## src/rtl/alu_execute_unit_pkg.sv

```systemverilog
// Shared ALU control encodings, also imported by the ALU control decoder.
// Holds the output-slice state type for the execute stage.
package alu_ctrl_pkg;

   localparam logic [3:0] ALU_AND = 4'b0000;
   localparam logic [3:0] ALU_OR  = 4'b0001;
   localparam logic [3:0] ALU_ADD = 4'b0010;
   localparam logic [3:0] ALU_SUB = 4'b0110;

   // ALUOp from the main decoder: load/store add, branch subtract, R-type by funct
   typedef enum logic [1:0] {
      ALUOP_MEM    = 2'b00,
      ALUOP_BRANCH = 2'b01,
      ALUOP_FUNCT  = 2'b10
   } aluop_e;

   typedef enum logic {
      ST_EMPTY = 1'b0,
      ST_FULL  = 1'b1
   } slice_state_e;

endpackage

```

## src/rtl/alu_execute_unit_if.sv

```systemverilog
// Execute-stage bus: input handshake with operands, output handshake with result and flags.
// master = surrounding pipeline, slave = alu_execute_unit.
interface alu_execute_unit_if #(
   parameter int unsigned XLEN  = 64,
   parameter int unsigned CNT_W = 16
);
   logic             in_valid;
   logic             in_ready;
   logic [3:0]       alu_ctrl;
   logic [XLEN-1:0]  operand_a;
   logic [XLEN-1:0]  operand_b;
   logic             out_valid;
   logic             out_ready;
   logic [XLEN-1:0]  result;
   logic             zero;
   logic             illegal;
   logic [CNT_W-1:0] op_count;

   modport master (
      output in_valid, alu_ctrl, operand_a, operand_b, out_ready,
      input  in_ready, out_valid, result, zero, illegal, op_count
   );

   modport slave (
      input  in_valid, alu_ctrl, operand_a, operand_b, out_ready,
      output in_ready, out_valid, result, zero, illegal, op_count
   );
endinterface

```

## src/rtl/alu_execute_unit_core.sv

```systemverilog
// Combinational ALU datapath: AND/OR/ADD/SUB, zero and illegal-code flags.
module alu_core
   import alu_ctrl_pkg::*;
#(
   parameter int unsigned XLEN = 64
) (
   input  logic [3:0]      alu_ctrl_i,
   input  logic [XLEN-1:0] a_i,
   input  logic [XLEN-1:0] b_i,
   output logic [XLEN-1:0] result_o,
   output logic            zero_o,
   output logic            illegal_o
);

   always_comb begin
      result_o  = '0;
      illegal_o = 1'b0;
      // Any unlisted code, including X/Z in simulation, lands in default
      case (alu_ctrl_i)
         ALU_AND: result_o = a_i & b_i;
         ALU_OR:  result_o = a_i | b_i;
         ALU_ADD: result_o = a_i + b_i;
         ALU_SUB: result_o = a_i - b_i;
         default: illegal_o = 1'b1;
      endcase
      zero_o = !illegal_o && (result_o == '0);
   end

endmodule

```

## src/rtl/alu_execute_unit.sv

```systemverilog
// Execute-stage ALU with a 1-entry registered output slice, valid/ready on both sides,
// and a counter of completed output transfers.
module alu_execute_unit
   import alu_ctrl_pkg::*;
#(
   parameter int unsigned XLEN  = 64,
   parameter int unsigned CNT_W = 16
) (
   input logic               clk,
   input logic               rst_n,
   alu_execute_unit_if.slave bus
);

   slice_state_e     state_q;
   logic [XLEN-1:0]  result_q;
   logic             zero_q;
   logic             illegal_q;
   logic [CNT_W-1:0] cnt_q;

   logic [XLEN-1:0]  result_d;
   logic             zero_d;
   logic             illegal_d;
   logic [CNT_W-1:0] cnt_d;
   logic             full;
   logic             ready;
   logic             accept;
   logic             drain;

   alu_core #(
      .XLEN (XLEN)
   ) u_core (
      .alu_ctrl_i (bus.alu_ctrl),
      .a_i        (bus.operand_a),
      .b_i        (bus.operand_b),
      .result_o   (result_d),
      .zero_o     (zero_d),
      .illegal_o  (illegal_d)
   );

   assign full   = (state_q == ST_FULL);
   // Ready looks only at the slice and downstream, never at in_valid
   assign ready  = !full || bus.out_ready;
   assign accept = bus.in_valid && ready;
   assign drain  = full && bus.out_ready;
   assign cnt_d  = cnt_q + CNT_W'(1);

   always_ff @(posedge clk) begin
      if (!rst_n) begin
         state_q   <= ST_EMPTY;
         result_q  <= '0;
         zero_q    <= 1'b0;
         illegal_q <= 1'b0;
         cnt_q     <= '0;
      end else begin
         if (accept) begin
            state_q   <= ST_FULL;
            result_q  <= result_d;
            zero_q    <= zero_d;
            illegal_q <= illegal_d;
         end else if (drain) begin
            state_q   <= ST_EMPTY;
         end
         if (drain) begin
            cnt_q <= cnt_d;
         end
      end
   end

   assign bus.in_ready  = ready;
   assign bus.out_valid = full;
   assign bus.result    = result_q;
   assign bus.zero      = zero_q;
   assign bus.illegal   = illegal_q;
   assign bus.op_count  = cnt_q;

endmodule

```

## src/flat_wrapper.sv

```systemverilog
// flat-port wrapper written by rule: the top's interface ports become plain ports
module alu_execute_unit_flat import alu_ctrl_pkg::*;
#(
   parameter int unsigned XLEN  = 64,
   parameter int unsigned CNT_W = 16
)
  (clk, rst_n, bus_in_valid, bus_alu_ctrl, bus_operand_a, bus_operand_b, bus_out_ready, bus_in_ready, bus_out_valid, bus_result, bus_zero, bus_illegal, bus_op_count);
  alu_execute_unit_if #(.XLEN(XLEN), .CNT_W(CNT_W)) bus_i ();
  input logic clk;
  input logic rst_n;
  input wire logic [$bits(bus_i.in_valid)-1:0] bus_in_valid;
  input wire logic [$bits(bus_i.alu_ctrl)-1:0] bus_alu_ctrl;
  input wire logic [$bits(bus_i.operand_a)-1:0] bus_operand_a;
  input wire logic [$bits(bus_i.operand_b)-1:0] bus_operand_b;
  input wire logic [$bits(bus_i.out_ready)-1:0] bus_out_ready;
  output wire logic [$bits(bus_i.in_ready)-1:0] bus_in_ready;
  output wire logic [$bits(bus_i.out_valid)-1:0] bus_out_valid;
  output wire logic [$bits(bus_i.result)-1:0] bus_result;
  output wire logic [$bits(bus_i.zero)-1:0] bus_zero;
  output wire logic [$bits(bus_i.illegal)-1:0] bus_illegal;
  output wire logic [$bits(bus_i.op_count)-1:0] bus_op_count;
  assign bus_i.in_valid = bus_in_valid;
  assign bus_i.alu_ctrl = bus_alu_ctrl;
  assign bus_i.operand_a = bus_operand_a;
  assign bus_i.operand_b = bus_operand_b;
  assign bus_i.out_ready = bus_out_ready;
  assign bus_in_ready = bus_i.in_ready;
  assign bus_out_valid = bus_i.out_valid;
  assign bus_result = bus_i.result;
  assign bus_zero = bus_i.zero;
  assign bus_illegal = bus_i.illegal;
  assign bus_op_count = bus_i.op_count;
  alu_execute_unit #(.XLEN(XLEN), .CNT_W(CNT_W)) u_core (.clk(clk), .rst_n(rst_n), .bus(bus_i));
endmodule
```

## config.mk

```make
export PLATFORM = sky130hd
export DESIGN_NAME = alu_execute_unit_flat
export DESIGN_NICKNAME = d
export VERILOG_FILES = /design/src/rtl/alu_execute_unit_pkg.sv /design/src/rtl/alu_execute_unit_if.sv /design/src/rtl/alu_execute_unit_core.sv /design/src/rtl/alu_execute_unit.sv /design/src/flat_wrapper.sv
export SDC_FILE = /design/constraint.sdc
export NUM_CORES = 1
export LEC_CHECK = 0
export ABC_AREA = 1
export BUFFER_PORTS_ARGS = -buffer_cell sky130_fd_sc_hd__buf_2
export CORE_MARGIN = 2
export CORE_UTILIZATION = 35
export CTS_CLUSTER_DIAMETER = 200
export CTS_CLUSTER_SIZE = 30
export DETAILED_ROUTE_END_ITERATION = 6
export GPL_TIMING_DRIVEN = 0
export PLACE_DENSITY = 0.6
export SLEW_MARGIN = 40
export SYNTH_ARGS = -nofsm -noshare
export SYNTH_HDL_FRONTEND = slang
export SYNTH_SLANG_ARGS = --single-unit
```

## constraint.sdc

```tcl
create_clock -name clk -period 10.75 [get_ports clk]
set_input_delay 1.6125 -clock clk [delete_from_list [all_inputs] [get_ports clk]]
set_output_delay 1.6125 -clock clk [all_outputs]
set_load 0.01 [all_outputs]
```

==> results.sh, run 1 <==
export IMPL_worst_pin_slew_ns=0.7947
export IMPL_run_status="complete, but fails checks"
export IMPL_avgSynthCellArea_sq_um=5.267
export IMPL_yosys_cell_types_count=46
export IMPL_synth_edf_count=0
export IMPL_startpoint_type="primary input"
export IMPL_r2r_setup_slack_ns=8.38
export IMPL_timing_final_crit_share=0.6060
export IMPL_grt_max_degree=14
export IMPL_final_cell_mix="669 x nand2_1, 421 x nor2_1, 420 x inv_1"
export IMPL_synth_area_sq_um=12550
export IMPL_internal_power_w=0.0007304
export IMPL_period_needed_ns=6.515
export IMPL_drt_iter0_markers=1539
export IMPL_ys_seq_area_frac=0.1324
export IMPL_ir_drop_mv=0.1300
export IMPL_drc=4
export IMPL_finalClockSkew_ns=0.006443
export IMPL_grt_pass1_vias=14620
export IMPL_grt_pass1_wl_um=89690
export IMPL_viasPerCell=5.159
export IMPL_clock_sinks=83
export IMPL_num_rows=69
export IMPL_crit_path_max_fanout=5
export IMPL_hp_class="reg -> reg"
export IMPL_totalWireLength_um=61040
export IMPL_final_common_cell="nand2_1"
export IMPL_hold_ws_ns=0.4768
export IMPL_max_freq_ghz=0.1535
export IMPL_cts_tree="built"
export IMPL_hold_violations=0
export IMPL_timing_rr_end="u_core.bus.result[2]$_SDFFE_PN0P_"
export IMPL_leakagePower_nw=8.232
export IMPL_drtPass1Iterations=7
export IMPL_r2r_cells=8
export IMPL_powerDensity_nw_per_um2=90.83
export IMPL_setup_violations_final=0
export IMPL_clock_latency_ns=0.33
export IMPL_die_area_sq_um=37390
export IMPL_cap_violations=0
export IMPL_die_w_um=193.4
export IMPL_path_clk_slew_ns=0.06
export IMPL_finalNonFillerCells=3078
export IMPL_critical_path_max_stage_delay_ns=0.49
export IMPL_violations="DRC"
export IMPL_start_util=0.3538
export IMPL_antenna_found_initial=2
export IMPL_crit_cells=32
export IMPL_postCtsHoldBufs=0
export IMPL_clock_root_buffer="clkbuf_16"
export IMPL_ys_warn_count=0
export IMPL_ioPinCount=220
export IMPL_synth_seq_cells=83
export IMPL_slew_headroom=0.4633
export IMPL_worstSetupPathType="in -> reg"
export IMPL_ant_nets=0
export IMPL_numCtsBuffers=9
export IMPL_place_ws_ns=4.063
export IMPL_crit_slowest_cell="ha_1"
export IMPL_die_h_um=193.4
export IMPL_clock_power_share=0.245
export IMPL_worstHoldStart="u_core.bus.zero$_SDFFE_PN0P_"
export IMPL_p_seq_frac=0.256
export IMPL_gp_congestion=0.9782
export IMPL_drv_slew=0
export IMPL_switchingPower_w=0.0005895
export IMPL_cp_required_ns=11.01
export IMPL_final_setup_worst_slack_ns=4.235
export IMPL_power_frac_comb=0.499
export IMPL_syn_inst=2383
export IMPL_syn_nets=2587
export IMPL_post_place_cells=3060
export IMPL_crit_buf_inv=4
export IMPL_grt_setup_unrepaired="false"
export IMPL_end_kind="register"
export IMPL_cts_resized=0
export IMPL_synthArstFlopShare=0
export IMPL_post_cts_buffers=0
export IMPL_htree_levels=3
export IMPL_area_growth_pct=15.77
export IMPL_setup_tns_final_ns=0
export IMPL_synth_flop_cell="dfxtp_1"
export IMPL_cp_arrival_ns=6.78
export IMPL_cp_top_family="simple AND/OR/NAND/NOR gates"
export IMPL_worstReg2RegStart="u_core.bus.out_valid$_SDFFE_PN0P_"
export IMPL_p_sw_frac=0.4466
export IMPL_grt_use_total=0.3163
export IMPL_grt_ovfl_total=0
export IMPL_cts_buffer_depth=2
export IMPL_wire_per_inst_um=19.83
export IMPL_cp_common_cell="nand2_1"
export IMPL_nets=2814
export IMPL_crit_path_end="u_core.bus.zero$_SDFFE_PN0P_"
export IMPL_final_util=0.4095
export IMPL_coreArea_sq_um=35480
export IMPL_vias=15880
export IMPL_drive_above_1_share=0.1278
export IMPL_io_buffers=216
export IMPL_place_hpwl_um=53380
export IMPL_crit_start="bus_operand_b[0]"
[logic make-up (layout without fill, tap and decap cells)]
kind of cell	Yosys count	after routing	share of synthesized area
and+or+nand+nor	1396	1396	0.4710
buffers and inverters	482	713	0.1455
AOI/OAI and AO/OA	275	275	0.1261
adders and majority gates	83	83	0.08034
DFF	83	83	0.1324
xor gates and xnor gates	64	64	0.04466
other	0	3	0
[registers in the layout, indices dropped and copies added (netlist names)]
name,flops
u_core.bus.op_count,16
u_core.bus.illegal,1
u_core.bus.result,64
u_core.bus.zero,1
u_core.bus.out_valid,1
[per-layer routing]
metal	global-route usage	routed length, um	up-vias
met4	0.07916	1375	0
met1	0.4682	28710	7278
li1	-	-	7910
met3	0.03766	5264	65
met2	0.4827	25690	625
met5	0	0	-
[cells in the mapped netlist, drive strengths merged, types with 22 or more instances]
library cell  count  area [sq um]
nand2           681          2586
nor2            453          1793
inv             431          1618
nand3           162         855.8
o21ai           105         536.8
a21oi            85         444.2
dfxtp            83          1662
ha               67         838.3
xor2             54         473.0
a31oi            40         250.2
nor3             34         227.7
nand4            30         202.7
clkbuf           26         97.59
buf              22         100.1
[layout make-up]
cell class / count / area [sq um]
well taps: 461 / 576.8
diodes: 3 / 7.507
flip-flops and latches: 83 / 1662
plain buffers: 48 / 200.2
repair buffers: 216 / 1081
clock buffers: 11 / 232.7
fillers: 4060 / 20950
clock inverters: 4 / 76.32
inverters: 434 / 1629
multi-input cells: 1818 / 9066
[power by group through the flow]
stage	sequential [W]	clock [W]	combinational, W
finish	0.000338	0.000323	0.000659
global placement	0.000344	0	0.000640
CTS	0.000338	0.000327	0.000645
global route	0.000340	0.000340	0.000728
detailed placement	0.000344	0	0.000642
floorplan	0.000352	0	0.000389
[tightest hold or removal path, stage by stage, from the launching register on]
cell and delay (ns):
dfxtp_1 0.31, nand2_1 0.06, a21oi_1 0.05
[worst min path at each step]
stage / slack [ns] / cells past startpoint / end
final: 0.48 / 2 / u_core.bus.zero$_SDFFE_PN0P_
after global routing: 0.51 / 2 / u_core.bus.zero$_SDFFE_PN0P_
after CTS: 0.47 / 2 / u_core.bus.zero$_SDFFE_PN0P_
after global placement: 0.46 / 2 / u_core.bus.zero$_SDFFE_PN0P_
after floorplan: 0.49 / 2 / u_core.bus.zero$_SDFFE_PN0P_
after detailed placement: 0.47 / 2 / u_core.bus.zero$_SDFFE_PN0P_
[metrics by stage]
stage,instance area [sq um],power [W]
2_1_floorplan,12550,0.0007406
3_3_place_gp,14210,0.0009836
3_5_place_dp,14210,0.0009863
4_1_cts,14520,0.001310
5_1_grt,14530,0.001408
6_report,14530,0.001320
(Power assumes the default switching activity.)
==> inputs of run 2 (changes only) <==
- ABC_AREA: 1 -> 0
- PLACE_DENSITY: 0.6 -> 0.64
- clock period: 10.75 -> 5.4 ns (I/O delays scaled with it)
==> run 2 against run 1 <==
Compared with the run above: the flow finishes with violations (setup timing); first-iteration DRC count fell by 35%; combinational power rose by 100%; design area fell by 9.7%; sequential power rose by 98%.
==> results.sh, run 2 <==
export IMPL_run_status="complete, but fails checks"
export IMPL_violations="setup timing"
export IMPL_ys_seq_area_frac=0.1673
export IMPL_r2r_setup_slack_ns=2.27
export IMPL_finalClockSkew_ns=0.004359
export IMPL_hold_violations=0
export IMPL_internal_power_w=0.001531
export IMPL_io_buffers=217
export IMPL_hp_class="reg -> reg"
export IMPL_start_util=0.3565
export IMPL_powerDensity_nw_per_um2=202.3
export IMPL_grt_pass1_wl_um=68670
export IMPL_ioPinCount=220
export IMPL_r2r_cells=13
export IMPL_nets=1859
export IMPL_drc=0
export IMPL_antenna_found_initial=1
export IMPL_die_w_um=172.5
export IMPL_synthTopCellsByArea="dfxtp_1 17%, ha_1 8.4%, a21oi_1 8.3%"
export IMPL_final_setup_worst_slack_ns=-0.6777
export IMPL_synth_edf_count=0
export IMPL_totalWireLength_um=47300
export IMPL_die_h_um=172.5
export IMPL_synth_top_area_frac=0.1673
export IMPL_multiInputGateArea_sq_um=8780
export IMPL_timing_final_crit_share=1.125
export IMPL_num_rows=61
export IMPL_diodes=0
export IMPL_p_seq_frac=0.253
export IMPL_startpoint_type="primary input"
export IMPL_drt_iter0_markers=1008
export IMPL_ant_nets=0
export IMPL_crit_path_max_fanout=7
export IMPL_end_kind="register"
export IMPL_clock_latency_ns=0.34
export IMPL_clock_root_buffer="clkbuf_16"
export IMPL_drtPass1Iterations=5
export IMPL_clock_sinks=83
export IMPL_area_growth_pct=32.15
export IMPL_drive_above_1_share=0.2759
export IMPL_grt_max_degree=14
export IMPL_path_clk_slew_ns=0.06
export IMPL_post_synth_top_area_cell="dfxtp_1"
export IMPL_coreArea_sq_um=27860
export IMPL_setup_violations_final=5
export IMPL_period_needed_ns=6.078
export IMPL_cap_violations=0
export IMPL_slew_headroom=0.3435
export IMPL_synthArstFlopShare=0
export IMPL_numCtsBuffers=9
export IMPL_final_cell_mix="215 x buf_2, 160 x nand2_1, 140 x a21oi_1"
export IMPL_cp_arrival_ns=6.35
export IMPL_postCtsHoldBufs=0
export IMPL_synth_area_sq_um=9932
export IMPL_avgSynthCellArea_sq_um=7.079
export IMPL_p_sw_frac=0.4234
export IMPL_synth_flop_cell="dfxtp_1"
export IMPL_worstSetupPathType="in -> reg"
export IMPL_timing_rr_end="u_core.bus.zero$_SDFFE_PN0P_"
export IMPL_synth_seq_cells=83
export IMPL_die_area_sq_um=29740
export IMPL_largest_register_ffs=64
export IMPL_cts_tree="built"
export IMPL_vias=12280
export IMPL_clock_power_share=0.238
export IMPL_min_to="u_core.bus.result[21]$_SDFFE_PN0P_"
export IMPL_syn_nets=1607
export IMPL_max_freq_ghz=0.1645
export IMPL_synth_most_common_cell="nand2_1"
export IMPL_gp_congestion=0.9893
export IMPL_worstHoldStart="u_core.bus.result[21]$_SDFFE_PN0P_"
export IMPL_place_hpwl_um=38590
export IMPL_leakagePower_nw=5.292
export IMPL_finalNonFillerCells=2038
export IMPL_worstReg2RegStart="u_core.bus.out_valid$_SDFFE_PN0P_"
export IMPL_ir_drop_mv=0.1569
export IMPL_fill_cells=2814
export IMPL_syn_inst=1403
export IMPL_viasPerCell=6.027
export IMPL_power_frac_comb=0.510
export IMPL_final_seq_area_sq_um=1662
export IMPL_yosys_cell_types_count=82
export IMPL_ys_warn_count=0
export IMPL_cp_required_ns=5.67
export IMPL_final_common_cell="buf_2"
export IMPL_grt_pass1_vias=11550
export IMPL_hold_depth=2
export IMPL_grt_setup_unrepaired="true"
export IMPL_cts_buffer_depth=2
export IMPL_drv_slew=0
export IMPL_worst_pin_slew_ns=0.9772
export IMPL_final_util=0.4711
export IMPL_wire_per_inst_um=23.21
export IMPL_post_place_cells=1999
export IMPL_htree_levels=3
export IMPL_fin_total_pwr_w=0.002655
export IMPL_grt_use_total=0.3057
export IMPL_switchingPower_w=0.001124
export IMPL_ys_top_cells_by_count="167 x nand2_1, 164 x a21oi_1, 122 x nor2_1"
export IMPL_setup_tns_final_ns=-1.324
export IMPL_grt_ovfl_total=0
-- run 2: cell count changes in the layout (fill, tap and decap cells not counted), sizes merged, moves of 38 or more --
cell and change:
maj3 +39, nand2 -514, a21oi +79, nand3 -143, xnor2 +38, inv -407, buf +43, nor2 -329
-- run 2: logic make-up after synthesis --
| logic type | count (synthesis) | share of synthesized area |
|---|---|---|
| adders and majority gates | 122 | 0.1408 |
| AOI/OAI and AO/OA | 491 | 0.3084 |
| muxes | 7 | 0.007181 |
| DFF | 83 | 0.1673 |
| xor gates and xnor gates | 120 | 0.1058 |
| buffers and inverters | 110 | 0.04371 |
| and+or+nand+nor | 470 | 0.2268 |
-- run 2: worst max path at each step --
stage,startpoint,endpoint,cells past startpoint
global route,bus_operand_b[5],u_core.bus.zero$_SDFFE_PN0P_,27
finish,bus_operand_b[5],u_core.bus.zero$_SDFFE_PN0P_,26
global placement,bus_alu_ctrl[0],u_core.bus.zero$_SDFFE_PN0P_,23
detailed placement,bus_alu_ctrl[0],u_core.bus.zero$_SDFFE_PN0P_,25
floorplan,bus_operand_b[15],u_core.bus.zero$_SDFFE_PN0P_,23
CTS,bus_operand_b[29],u_core.bus.zero$_SDFFE_PN0P_,23
-- run 2: layout make-up --
class,instances,share of cell area
multi-input cells,1210,0.6689
flip-flops and latches,83,0.1266
repair buffers,260,0.1106
well taps,378,0.03603
plain buffers,67,0.02774
clock buffers,12,0.01954
inverters,24,0.006864
clock inverters,4,0.003718
-- run 2: stage by stage --
step                cell area (sq um)  setup slack (ns)  hold WS, ns
floorplan                        9971           -0.3364       0.4762
global placement                11530            -2.625       0.4413
detailed placement              11540            -2.626       0.4460
CTS                             12430           -0.7347       0.4563
global route                    13130           -0.8619       0.4728
finish                          13130           -0.6777       0.4559
-- run 2: per-layer routing --
layer	GRT usage	up-vias	routed length (um)
li1	-	5674	-
met2	0.4972	678	21390
met4	0.1275	2	2006
met5	0	-	16
met1	0.3977	5812	19390
met3	0.05425	117	4509
-- run 2: worst max-delay path, cell delays in order --
cell and delay, ns:
buf_8 0.09, or3_4 0.38, or3_4 0.41, nor3_4 0.17, nand2_2 0.10, or2_4 0.29
or3_4 0.34, buf_12 0.15, nor2_4 0.17, buf_6 0.12, nand3_4 0.08, o41ai_4 0.46
xor2_2 0.22, ha_4 0.26, and2_4 0.17, a221oi_2 0.25, nand2_1 0.13, nor4b_4 0.37
o31ai_2 0.10, xnor2_1 0.18, o21ai_2 0.11, a2111oi_4 0.25, nand4_1 0.16, nor4_2 0.30
nand4_1 0.12, o21ai_1 0.12
-- run 2: power by group through the flow --
| stage | Clock, W | Combinational (W) | Sequential, W |
|---|---|---|---|
| after global routing | 0.000659 | 0.00144 | 0.000673 |
| after global placement | 0 | 0.00115 | 0.000681 |
| after floorplan | 0 | 0.000716 | 0.000693 |
| after detailed placement | 0 | 0.00115 | 0.000683 |
| final | 0.000632 | 0.00135 | 0.000670 |
| after CTS | 0.000634 | 0.00123 | 0.000670 |
-- run 2: timing repair --
action,CTS,global route
hold endpoints to repair,0,0
gates resized for setup,107,126
setup buffers,21,21
cloned,0,0
pin swaps,39,63
setup endpoints to repair,60,36
==> inputs of run 3 (changes only) <==
==> constraint.sdc (replaced) <==
create_clock -name clk -period 5.4 [get_ports clk]
set_input_delay 1.35 -clock clk [delete_from_list [all_inputs] [get_ports clk]]
set_output_delay 1.35 -clock clk [all_outputs]
set_load 0.01 [all_outputs]
==> run 3 against run 2 <==
Compared with the run above: clock skew rose by 0.0038 ns; the run still ends with setup timing left; die area unchanged; combinational power grew 15%; first-iteration DRC count is 19% higher; power grew 8.5%; clock power grew 5.2%.
==> results.sh, run 3 (synthesized netlist as in run 2, its figures left out) <==
export IMPL_run_status="complete, but fails checks"
export IMPL_violations="setup timing"
export IMPL_vias=12690
export IMPL_powerDensity_nw_per_um2=201.8
export IMPL_num_rows=61
export IMPL_coreArea_sq_um=27860
export IMPL_viasPerCell=6.092
export IMPL_numCtsBuffers=9
export IMPL_grt_max_degree=16
export IMPL_io_buffers=217
export IMPL_critical_path_max_stage_delay_ns=0.40
export IMPL_fin_area_sq_um=14260
export IMPL_finalNonFillerCells=2083
export IMPL_cp_required_ns=5.67
export IMPL_worstSetupPathType="in -> reg"
export IMPL_finalClockSkew_ns=0.008128
export IMPL_die_h_um=172.5
export IMPL_die_area_sq_um=29740
export IMPL_crit_slowest_cell="o41ai_4"
export IMPL_clock_sinks=83
export IMPL_wl_met3_um=4897
export IMPL_worstHoldStart="u_core.bus.result[4]$_SDFFE_PN0P_"
export IMPL_area_growth_pct=43.63
export IMPL_placedInstanceArea_sq_um=11670
export IMPL_place_ws_ns=-2.817
export IMPL_final_setup_worst_slack_ns=-1.179
export IMPL_routed_top_layer="met4"
export IMPL_cp_arrival_ns=6.85
export IMPL_grt_use_total=0.3065
export IMPL_setup_violations_final=24
export IMPL_place_hpwl_um=37970
export IMPL_drc=0
export IMPL_gp_congestion=0.9871
export IMPL_hold_violations=0
export IMPL_leakagePower_nw=5.746
export IMPL_drv_slew=0
export IMPL_wire_per_inst_um=23.25
export IMPL_die_w_um=172.5
export IMPL_cap_violations=0
export IMPL_nets=1904
export IMPL_fill_cells=2708
export IMPL_drt_iter0_markers=1200
export IMPL_hold_ws_ns=0.4513
export IMPL_postCtsHoldBufs=0
export IMPL_drtPass1Iterations=5
export IMPL_antenna_found_initial=0
export IMPL_worst_pin_slew_ns=0.9370
export IMPL_timing_final_crit_share=1.218
export IMPL_period_needed_ns=6.579
export IMPL_crit_start="bus_operand_b[5]"
export IMPL_crit_path_max_fanout=6
export IMPL_ioPinCount=220
export IMPL_ir_drop_mv=0.1395
export IMPL_startpoint_type="primary input"
export IMPL_cts_tree="built"
export IMPL_cp_top_family="simple AND/OR/NAND/NOR gates"
export IMPL_final_cell_mix="213 x buf_2, 148 x nand2_1, 117 x a21oi_1"
export IMPL_grt_ovfl_total=0
export IMPL_max_freq_ghz=0.1520
export IMPL_grt_setup_unrepaired="true"
export IMPL_clock_latency_ns=0.34
export IMPL_clock_root_buffer="clkbuf_16"
export IMPL_ant_nets=0
export IMPL_totalWireLength_um=48430
export IMPL_crit_buf_inv=2
export IMPL_hp_class="reg -> reg"
export IMPL_diodes=0
export IMPL_path_clk_slew_ns=0.06
export IMPL_worstReg2RegStart="u_core.bus.out_valid$_SDFFE_PN0P_"
export IMPL_end_kind="register"
export IMPL_met1_length_um=19460
export IMPL_start_util=0.3565
export IMPL_drive_above_1_share=0.3619
export IMPL_final_common_cell="buf_2"
export IMPL_cts_buffer_depth=2
export IMPL_slew_headroom=0.3753
export IMPL_largest_register_ffs=64
export IMPL_htree_levels=3
export IMPL_post_place_cells=1998
export IMPL_wl_met2_um=21670
export IMPL_grt_pass1_wl_um=68920
export IMPL_grt_pass1_vias=11630
-- run 3: worst reg2reg max path, delay by kind of cell, from the launching register on --
| family | cells | cell delay [ns] |
|---|---|---|
| AND/OR/NAND/NOR | 8 | 1.74 |
| AO/OA/AOI/OAI | 5 | 0.96 |
| flip-flops | 1 | 0.32 |
-- run 3: layer usage --
metal | GRT usage | vias to the layer above
met1 | 0.3931 | 6078
met4 | 0.1469 | 0
li1 | - | 5771
met5 | 0 | -
met2 | 0.4880 | 704
met3 | 0.06569 | 136
-- run 3: cell type report --
cell class,instances,area (sq um),area share
multi-input cells,1210,9478,0.6644
clock buffers,9,225.2,0.01579
repair buffers,305,1826,0.1280
plain buffers,67,410.4,0.02877
inverters,24,90.09,0.006315
well taps,378,473.0,0.03316
clock inverters,7,101.3,0.007105
flip-flops and latches,83,1662,0.1165
-- run 3: final timing paths --
kind                                            end  slack (ns)  cells past startpoint
hold / removal    u_core.bus.result[4]$_SDFFE_PN0P_        0.45                      2
setup / recovery       u_core.bus.zero$_SDFFE_PN0P_       -1.18                     25
hold reg to reg   u_core.bus.result[4]$_SDFFE_PN0P_        0.45                      2
setup reg to reg       u_core.bus.zero$_SDFFE_PN0P_        2.33                     13
-- run 3: metrics by stage --
step	total power (W)	TNS (ns)	util
2_1_floorplan	0.001421	-2.254	-
3_3_place_gp	0.001835	-96.88	0.4189
3_5_place_dp	0.001836	-92.19	0.4190
4_1_cts	0.002672	-10.30	0.4746
5_1_grt	0.003000	-12.80	0.5121
6_report	0.002879	-8.002	0.5121
-- run 3: what timing repair did --
action	4_1_cts	5_1_grt
pin swaps	79	102
setup endpoints to repair	61	45
setup buffers	45	43
gates resized for setup	218	162
endpoints found under the hold margin	0	0
gates cloned	0	0
-- run 3: power by group --
group,internal [W],switching [W]
logic,0.000611,0.000934
registers,0.000647,0.0000219
clock network,0.000408,0.000257
